--- src/rtl/piso_pkg.sv ---
// piso_pkg: shared state encoding and width helper for the PISO transmitter
package piso_pkg;

    typedef enum logic {
        ST_IDLE  = 1'b0,
        ST_SHIFT = 1'b1
    } state_t;

    function automatic int cnt_w(input int width);
        return $clog2(width);
    endfunction

endpackage

--- src/rtl/piso_serial_tx_bit_counter.sv ---
// piso_bit_counter: bit position within a frame, wraps after WIDTH-1
module piso_bit_counter
    import piso_pkg::*;
#(
    parameter int WIDTH = 8
) (
    input  logic                    clk,
    input  logic                    rst,
    input  logic                    clear,
    input  logic                    en,
    output logic [cnt_w(WIDTH)-1:0] count,
    output logic                    last
);

    localparam int CW = cnt_w(WIDTH);

    logic [CW-1:0] r_count;

    assign count = r_count;
    assign last  = (r_count == CW'(WIDTH - 1));

    always_ff @(posedge clk) begin
        if (rst || clear)
            r_count <= '0;
        else if (en)
            r_count <= last ? '0 : r_count + 1'b1;
    end

endmodule

--- src/rtl/piso_serial_tx.sv ---
// piso_serial_tx: valid/ready loaded parallel-in serial-out transmitter
module piso_serial_tx
    import piso_pkg::*;
#(
    parameter int WIDTH     = 8,
    parameter bit LSB_FIRST = 1'b1
) (
    input  logic             clk,
    input  logic             rst,
    input  logic             load_valid,
    output logic             load_ready,
    input  logic [WIDTH-1:0] load_data,
    output logic             ser_out,
    output logic             ser_valid,
    output logic             frame_start,
    output logic             busy
);

    localparam int CW = cnt_w(WIDTH);

    if (WIDTH < 2) begin : g_width_check
        $error("piso_serial_tx: WIDTH must be at least 2");
    end

    state_t           r_state;
    state_t           w_next;
    logic [WIDTH-1:0] r_shift;
    logic [WIDTH-1:0] w_shift_next;
    logic             r_ser_out;
    logic             r_ser_valid;
    logic             r_frame_start;
    logic             w_ser_next;
    logic             w_accept;
    logic             w_last;
    logic [CW-1:0]    w_count;

    piso_bit_counter #(.WIDTH(WIDTH)) u_cnt (
        .clk  (clk),
        .rst  (rst),
        .clear(w_accept),
        .en   (r_state == ST_SHIFT),
        .count(w_count),
        .last (w_last)
    );

    // Ready is decoded from registered state only, so it never loops back through load_valid
    assign load_ready = (r_state == ST_IDLE) ||
                        (r_state == ST_SHIFT && w_count == CW'(WIDTH - 1));
    assign w_accept   = load_valid && load_ready;

    always_ff @(posedge clk) begin
        if (rst)
            r_state <= ST_IDLE;
        else
            r_state <= w_next;
    end

    always_comb begin
        w_next = w_accept                         ? ST_SHIFT :
                 (r_state == ST_SHIFT && w_last)  ? ST_IDLE  : r_state;
    end

    // Shifting a full frame out leaves zeros behind, which keeps ser_out low when idle
    always_comb begin
        w_shift_next = w_accept              ? load_data :
                       (r_state == ST_SHIFT) ? (LSB_FIRST ? r_shift >> 1 : r_shift << 1) :
                                               r_shift;
        w_ser_next   = LSB_FIRST ? w_shift_next[0] : w_shift_next[WIDTH-1];
    end

    always_ff @(posedge clk) begin
        if (rst) begin
            r_shift       <= '0;
            r_ser_out     <= 1'b0;
            r_ser_valid   <= 1'b0;
            r_frame_start <= 1'b0;
        end else begin
            r_shift       <= w_shift_next;
            r_ser_out     <= w_ser_next;
            r_ser_valid   <= (w_next == ST_SHIFT);
            r_frame_start <= w_accept;
        end
    end

    assign ser_out     = r_ser_out;
    assign ser_valid   = r_ser_valid;
    assign frame_start = r_frame_start;
    assign busy        = r_ser_valid;

endmodule

--- config.mk ---
export PLATFORM = sky130hd
export DESIGN_NAME = piso_serial_tx
export DESIGN_NICKNAME = d
export VERILOG_FILES = /design/src/rtl/piso_pkg.sv /design/src/rtl/piso_serial_tx_bit_counter.sv /design/src/rtl/piso_serial_tx.sv
export SDC_FILE = /design/constraint.sdc
export NUM_CORES = 1
export LEC_CHECK = 0
export ABC_AREA = 1
export CAP_MARGIN = 20
export CORE_AREA = 2 2 39 41
export CTS_BUF_LIST = sky130_fd_sc_hd__clkbuf_16
export CTS_CLUSTER_DIAMETER = 80
export DETAILED_ROUTE_END_ITERATION = 16
export DIE_AREA = 0 0 41 43
export PLACE_DENSITY = 0.85
export RECOVER_POWER = 50
export SYNTH_ARGS = -nofsm -noshare
export SYNTH_HDL_FRONTEND = slang
export SYNTH_SLANG_ARGS = --single-unit
--- constraint.sdc ---
create_clock -name clk -period 3.6 [get_ports clk]
set_clock_uncertainty 0.1 [all_clocks]
set_input_delay 0.54 -clock clk [delete_from_list [all_inputs] [get_ports clk]]
set_output_delay 0.54 -clock clk [all_outputs]
set_load 0.02 [all_outputs]
==> results of run 1 <==
## logic make-up (layout without fill, tap and decap cells)
logic type | Yosys count | after routing | share of synthesized area
flip-flops | 13 | 13 | 0.410
AO/OA/AOI/OAI | 19 | 19 | 0.150
buffers and inverters | 16 | 30 | 0.128
adder cells (fa/ha/maj) | 2 | 2 | 0.0394
AND/OR/NAND/NOR | 41 | 41 | 0.272
## final timing paths
kind	start	to	slack [ps]	cells after the start
setup / recovery	u_cnt.count[0]$_SDFFE_PP0P_	load_ready	1110	5
hold / removal	u_cnt.count[1]$_SDFFE_PP0P_	u_cnt.count[1]$_SDFFE_PP0P_	370	2
setup reg to reg	u_cnt.count[0]$_SDFFE_PP0P_	u_cnt.count[2]$_SDFFE_PP0P_	2090	7
hold reg to reg	u_cnt.count[1]$_SDFFE_PP0P_	u_cnt.count[1]$_SDFFE_PP0P_	370	2
## flip-flops by register name (all words and copies together) (netlist names)
register	cells
busy	1
frame_start	1
r_shift	7
ser_out	1
u_cnt.count	3
## power by group
part / total (mW) / switching (mW) / internal, mW / leakage [nW]
logic: 0.0589 / 0.0320 / 0.0269 / 0.229
clock network: 0.207 / 0.0604 / 0.146 / 0.0423
registers: 0.159 / 0.00528 / 0.154 / 0.107
## layer usage
metal / GRT usage / vias up
met2: 0.278 / 12
met5: 0 / -
met1: 0.193 / 255
met3: 0.0942 / 2
li1: - / 315
met4: 0.0600 / 0
## worst min-delay path, stage by stage, from the launching register on
cell,delay (ps)
dfxtp_1,310
nand2_1,60
a21oi_1,50
## cell usage after synthesis (all sizes together)
cell | instances | share of area
nor2 | 17 | 0.10
dfxtp | 13 | 0.41
o21ai | 8 | 0.063
ha | 2 | 0.039
nand3 | 7 | 0.055
inv | 11 | 0.065
buf | 4 | 0.055
a21oi | 11 | 0.087
nand2 | 17 | 0.12
clkbuf | 1 | 0.0079
## per-stage QoR
| stage | instances | total power [mW] | hold WS [ps] | cell area, um2 |
|---|---|---|---|---|
| after global placement | 117 | 0.221 | 353 | 764 |
| after floorplan | 91 | 0.203 | 344 | 634 |
| after CTS | 121 | 0.431 | 370 | 843 |
| after detailed placement | 117 | 0.223 | 365 | 764 |
| final | 121 | 0.425 | 374 | 836 |
| after global routing | 121 | 0.445 | 397 | 836 |
## layout make-up
type / count / area, um2
clock inverter: 1 / 3.75
sequential: 13 / 260
timing repair buffer: 15 / 150
inverter: 11 / 41.3
clock buffer: 3 / 75.1
multi-input combinational: 62 / 285
tap: 16 / 20.0
fill: 133 / 548
==> impl_metrics.toml, run 1 <==
[timing]
tns_ps = 0
finalCritPeriodShare = 0.691
worst_slew_pin_slew_ps = 554
rsz0062_at_grt = "no"
setup_viol_count_final = 0
maxClockFrequency_ghz = 0.402
slew_viol_final = 0
fin_crit_ps = 2490
finalHoldViolCount = 0
relSlewSlack = 0.629
setup_slack_ps = 1110

[setup_path]
crit_type = "register to output pin"
worst_setup_path_end_kind = "output pin"
crit_slowest_cell = "clkdlybuf4s50_1"
crit_buf_inv = 2
max_stage_delay_ps = 670
cp.arrival_ps = 1850
crit_top_cell = "ha_1"
crit_chain = "ha_1 > ha_1 > inv_1 > nand2_2 > clkdlybuf4s50_1"
cp.required_ps = 2960
critPathLaunchType = "register"
crit_family = "buffers and inverters"
cp_max_fo = 18

[global_route]
first_global_vias = 543
grt_pass1_wl_um = 2080
gr-total-overflow = 0
grt_max_degree = 19
antenna_found_initial = 0
grt_usage = 0.177

[routing]
top_layer = "met4"
dr_wl_met2_um = 601
drcViolationCount = 0
first_pass_iters = 4
drt_iter0_drc = 9
wirelength_um = 1230
vias = 584
ant_nets = 0
dr_wl_met3_um = 70
avgRoutedWirePerCell_um = 10.1
avgViaCountPerCell = 4.83
wl_met1_um = 543

[yosys]
synth.avg_cell_area_um2 = 6.97
netlist_instances = 91
ys_seq_area_frac = 0.410
synth_warnings = 0
netlist_area_um2 = 634
synth_seq_cells = 13
syn-num-nets = 104
yosysUniqueCellTypes = 15

[pwr]
vdd.ir_drop.worst_mv = 0.372
cellPowerDensity_nw_per_um2 = 509
p_leak_nw = 0.378

[clock_tree]
ctsResizeCount = 0
cts_sinks = 13
insertion_delay_ps = 240
cts.clk_slew.worst_paths_ps = 50
htreeDepth = 1
postCtsSetupBuffers = 0
cts_tree = "built"
root_buffer = "clkbuf_16"
cts.path.max_buffers = 2
cts.hold.buffers_added = 0
numCtsBuffers = 3

[floorplan]
die_y_um = 43
core_area_um2 = 1380
dieArea_um2 = 1760
ios = 16
die_x_um = 41
rows = 14
start_util = 0.458

[hold_path]
min_path_type = "register to register"

[outcome]
status = "finished clean"

[layout]
final_cell_mix = "nor2_1 (17), nand2_1 (16), dfxtp_1 (13)"
mostFrequentLayoutCell = "nor2_1"
syn_to_final_growth_pct = 31.8
nets = 119
drive_above_1_share = 0.0476
diodes = 0
post-route-util = 0.604

[placed_design]
gp_congestion = 0.720
hpwl_um = 815
io_buffer_count = 15
pre_cts_slack_ps = 1380

[job]
cap_violations = 0
No activity file was read; power rests on OpenSTA's default activity.
==> inputs of run 2 (changes only) <==
Settings changed: CORE_AREA 2 2 39 41 to unset, CORE_MARGIN set to 2, CORE_UTILIZATION set to 46, DIE_AREA 0 0 41 43 to unset, PLACE_DENSITY 0.85 to 0.83.
Clock period 3.6 ns to 2.4 ns, I/O delays scaled along.
==> run 2 against run 1 <==
  * Utilization up 4.9 points
  * Non-clock buffer count up 1
  * Worst hold slack worse by 3.6 ps
  * Combinational power up 58%
  * Via count down 0.17%
  * Sequential power up 50%
  * Sequential share of layout area down 0.50 points
==> impl_metrics.toml, run 2 (synthesis results as in run 1) <==
[floorplan]
rows = 13
core_area_um2 = 1300
dieArea_um2 = 1690
ios = 16
die_x_um = 41.1
start_util = 0.487
die_y_um = 41.1

[setup_path]
worst_setup_path_end_kind = "output pin"
rr_startpoint = "u_cnt.count[0]$_SDFFE_PP0P_"
crit_type = "register to output pin"
crit_chain = "ha_1 > ha_1 > inv_1 > nand2_2 > clkdlybuf4s50_1"
critPathLaunch = "u_cnt.count[0]$_SDFFE_PP0P_"
cp.arrival_ps = 1830
ff2ff_setup_slack_ps = 910
path_depth = 5
worst-r2r-cell-count = 8
crit_buf_inv = 2
cp_max_fo = 18
crit_family = "buffers and inverters"
cp.required_ps = 1940
critPathLaunchType = "register"
crit_slowest_cell = "clkdlybuf4s50_1"
crit_top_cell = "ha_1"
max_stage_delay_ps = 660

[placed_design]
io_buffer_count = 15
gp_congestion = 0.778
hpwl_um = 844

[global_route]
grt_pass1_wl_um = 1890
antenna_found_initial = 0
first_global_vias = 460
grt_max_degree = 19
gr-total-overflow = 0
grt_usage = 0.181

[timing]
maxClockFrequency_ghz = 0.438
worst_slew_pin_slew_ps = 295
fin_crit_ps = 2290
finalHoldViolCount = 0
relSlewSlack = 0.803
finalCritPeriodShare = 0.952
tns_ps = 0
rsz0062_at_grt = "no"
setup_viol_count_final = 0
slew_viol_final = 0

[hold_path]
min_path_type = "register to register"
worstHoldStart = "u_cnt.count[2]$_SDFFE_PP0P_"
hold_path_depth = 2

[pwr]
intPower_mw = 0.494
cellPowerDensity_nw_per_um2 = 754
clkPwrFrac = 0.481
p_total_mw = 0.640
swShare = 0.229
p_comb_frac = 0.145
power_switching_mw = 0.146
vdd.ir_drop.worst_mv = 0.489
power_frac_seq = 0.374
p_leak_nw = 0.382

[clock_tree]
cts_sinks = 13
cts.clk_slew.worst_paths_ps = 40
postCtsSetupBuffers = 0
cts_tree = "built"
ctsResizeCount = 0
htreeDepth = 1
insertion_delay_ps = 240
numCtsBuffers = 3
root_buffer = "clkbuf_16"
cts.path.max_buffers = 2
cts.hold.buffers_added = 0

[routing]
avgRoutedWirePerCell_um = 9.93
wirelength_um = 1200
avgViaCountPerCell = 4.82
first_pass_iters = 4
drcViolationCount = 0
ant_nets = 0
vias = 583
drt_iter0_drc = 7

[layout]
drive_above_1_share = 0.0660
largest_reg_flops = 7
nets = 120
final_cell_mix = "nor2_1 (17), nand2_1 (15), clkdlybuf4s50_1 (15)"
diodes = 0
mostFrequentLayoutCell = "nor2_1"
top_register = "r_shift"
fillers = 119
syn_to_final_growth_pct = 33.9

[job]
cap_violations = 0

[outcome]
status = "finished clean"
run 2: worst paths after layout:
check | to
hold reg to reg | u_cnt.count[2]$_SDFFE_PP0P_
hold / removal | u_cnt.count[2]$_SDFFE_PP0P_
setup reg to reg | r_shift[7]$_SDFFE_PP0P_
setup / recovery | load_ready
run 2: routing by layer:
metal,track usage,part of all wire
met1,0.216,0.48
met2,0.258,0.43
met3,0.0652,0.053
met4,0.145,0.032
met5,0,0
run 2: cell type report:
cell class	count	area, um2	share of cell area
multi-input combinational	62	293	0.345
sequential	13	260	0.306
timing repair buffer	16	158	0.186
clock buffer	3	75.1	0.0884
inverter	11	41.3	0.0486
tap	15	18.8	0.0221
clock inverter	1	3.75	0.00442
run 2: power groups by stage:
stage | clock network (mW) | logic, mW | registers, mW
3_5_place_dp | 0 | 0.0923 | 0.243
2_1_floorplan | 0 | 0.0580 | 0.246
4_1_cts | 0.317 | 0.0931 | 0.239
6_report | 0.308 | 0.0928 | 0.239
5_1_grt | 0.327 | 0.105 | 0.241
3_3_place_gp | 0 | 0.0914 | 0.242
run 2: through the flow:
step	worst slack, ps	utilization	instances	cell area (um2)	hold WS, ps
after floorplan	961	-	91	634	329
after global placement	415	0.592	117	771	356
after detailed placement	372	0.592	117	771	367
after CTS	112	0.653	121	850	375
after global routing	6.83	0.653	121	850	399
final	114	0.653	121	850	370
run 2: worst reg2reg max path, cell delays in order, from the launching register on:
cell and delay, ps:
dfxtp_1 320, ha_1 200, ha_1 170, inv_1 60, nand2_2 180, nand2_1 150, nor2_1 60, nand2_1 50
o21ai_0 80
==> inputs of run 3 (changes only) <==
--- a/config.mk
+++ b/config.mk
@@ -16,2 +16,3 @@
 export RECOVER_POWER = 50
+export SLEW_MARGIN = 5
 export SYNTH_ARGS = -nofsm -noshare
--- a/constraint.sdc
+++ b/constraint.sdc
@@ -4,2 +4,2 @@
 set_output_delay 0.36 -clock clk [all_outputs]
-set_load 0.02 [all_outputs]
+set_load 0.1 [all_outputs]
==> run 3 against run 2 <==
  * Global-route usage rose by 2.2 points
  * Non-clock buffer count did not move
  * Sequential cell count did not move
  * Die area did not move
  * Largest power group unchanged
  * Largest cell class unchanged
  * Highest routed layer unchanged
  * Register-to-register slack got worse by 70 ps
  * Via count rose by 6.7%
  * Design area fell by 1.8%
  * Critical path type unchanged
==> impl_metrics.toml, run 3 (synthesis results as in run 1) <==
[routing]
dr_wl_met2_um = 680
top_layer = "met4"
avgViaCountPerCell = 5.14
wirelength_um = 1400
wl_met1_um = 625
drt_iter0_drc = 14
vias = 622
ant_nets = 0
first_pass_iters = 4
avgRoutedWirePerCell_um = 11.6
drcViolationCount = 0
dr_wl_met3_um = 65

[placed_design]
hpwl_um = 906
io_buffer_count = 15
gp_congestion = 0.784

[setup_path]
worst_setup_path_end_kind = "output pin"
critPathLaunchType = "register"
crit_slowest_cell = "clkbuf_1"
max_stage_delay_ps = 880
critPathLaunch = "busy$_SDFFE_PP0P_"
cp.arrival_ps = 1520
crit_family = "buffers and inverters"
crit_type = "register to output pin"
crit_chain = "clkbuf_1"
crit_buf_inv = 1
rr_startpoint = "u_cnt.count[0]$_SDFFE_PP0P_"
cp_max_fo = 6
cp.required_ps = 1940

[layout]
top_register = "r_shift"
syn_to_final_growth_pct = 31.6
fillers = 125
final_cell_mix = "nor2_1 (17), nand2_1 (15), dfxtp_1 (13)"
ff_latch_area_um2 = 260
diodes = 0
nets = 120
multiInputGateArea_um2 = 293
largest_reg_flops = 7
drive_above_1_share = 0.0755
mostFrequentLayoutCell = "nor2_1"

[floorplan]
start_util = 0.487
ios = 16
die_x_um = 41.1
core_area_um2 = 1300
dieArea_um2 = 1690
rows = 13
die_y_um = 41.1

[timing]
relSlewSlack = 0.230
slew_viol_final = 0
finalCritPeriodShare = 0.827
rsz0062_at_grt = "no"
setup_viol_count_final = 0
fin_crit_ps = 1980
finalHoldViolCount = 0
maxClockFrequency_ghz = 0.504
tns_ps = 0
worst_slew_pin_slew_ps = 1160

[pwr]
intPower_mw = 0.490
swShare = 0.271
p_total_mw = 0.672
vdd.ir_drop.worst_mv = 0.527
power_switching_mw = 0.182
clkPwrFrac = 0.451
power_frac_seq = 0.357
p_leak_nw = 0.378
p_comb_frac = 0.192
cellPowerDensity_nw_per_um2 = 806

[hold_path]
worstHoldStart = "u_cnt.count[1]$_SDFFE_PP0P_"
min_path_type = "register to register"

[clock_tree]
cts_tree = "built"
cts.path.max_buffers = 2
insertion_delay_ps = 240
cts.clk_slew.worst_paths_ps = 40
root_buffer = "clkbuf_16"
ctsResizeCount = 0
cts_sinks = 13
postCtsSetupBuffers = 0
htreeDepth = 1
cts.hold.buffers_added = 0
numCtsBuffers = 3

[global_route]
grt_pass1_wl_um = 2130
first_global_vias = 533
gr-total-overflow = 0
antenna_found_initial = 0
grt_usage = 0.204
grt_max_degree = 19

[outcome]
status = "finished clean"

[job]
cap_violations = 0
run 3: per-layer routing:
layer / track usage / vias to the layer above
li1: - / 316
met1: 0.216 / 289
met5: 0 / -
met4: 0.161 / 0
met2: 0.316 / 13
met3: 0.0815 / 4
run 3: stage by stage:
step | util | cells | instance area [um2] | hold WS (ps) | worst slack, ps
after CTS | 0.653 | 121 | 850 | 377 | 478
after global placement | 0.592 | 117 | 771 | 352 | 729
after floorplan | - | 91 | 634 | 329 | 425
after global routing | 0.641 | 121 | 835 | 388 | 345
after detailed placement | 0.592 | 117 | 771 | 368 | 683
final | 0.641 | 121 | 835 | 371 | 415
run 3: power by group through the flow:
stage | Combinational [mW] | Sequential (mW) | Clock [mW]
floorplan | 0.0725 | 0.267 | 0
global placement | 0.128 | 0.243 | 0
detailed placement | 0.131 | 0.243 | 0
CTS | 0.133 | 0.239 | 0.307
global route | 0.140 | 0.241 | 0.323
finish | 0.129 | 0.240 | 0.304
run 3: path summary, 6_finish.rpt:
| path | endpoint | slack, ps | depth (start not counted) |
|---|---|---|---|
| min | u_cnt.count[1]$_SDFFE_PP0P_ | 370 | 2 |
| min reg2reg | u_cnt.count[1]$_SDFFE_PP0P_ | 370 | 2 |
| max reg2reg | u_cnt.count[2]$_SDFFE_PP0P_ | 840 | 7 |
| max | busy | 420 | 1 |
run 3: area by class of cell:
class                           count  share of cell area
Multi-Input combinational cell     62               0.351
Timing Repair Buffer               16               0.171
Sequential cell                    13               0.312
Inverter                           11              0.0495
Clock inverter                      1             0.00450
Tap cell                           15              0.0225
Clock buffer                        3              0.0900
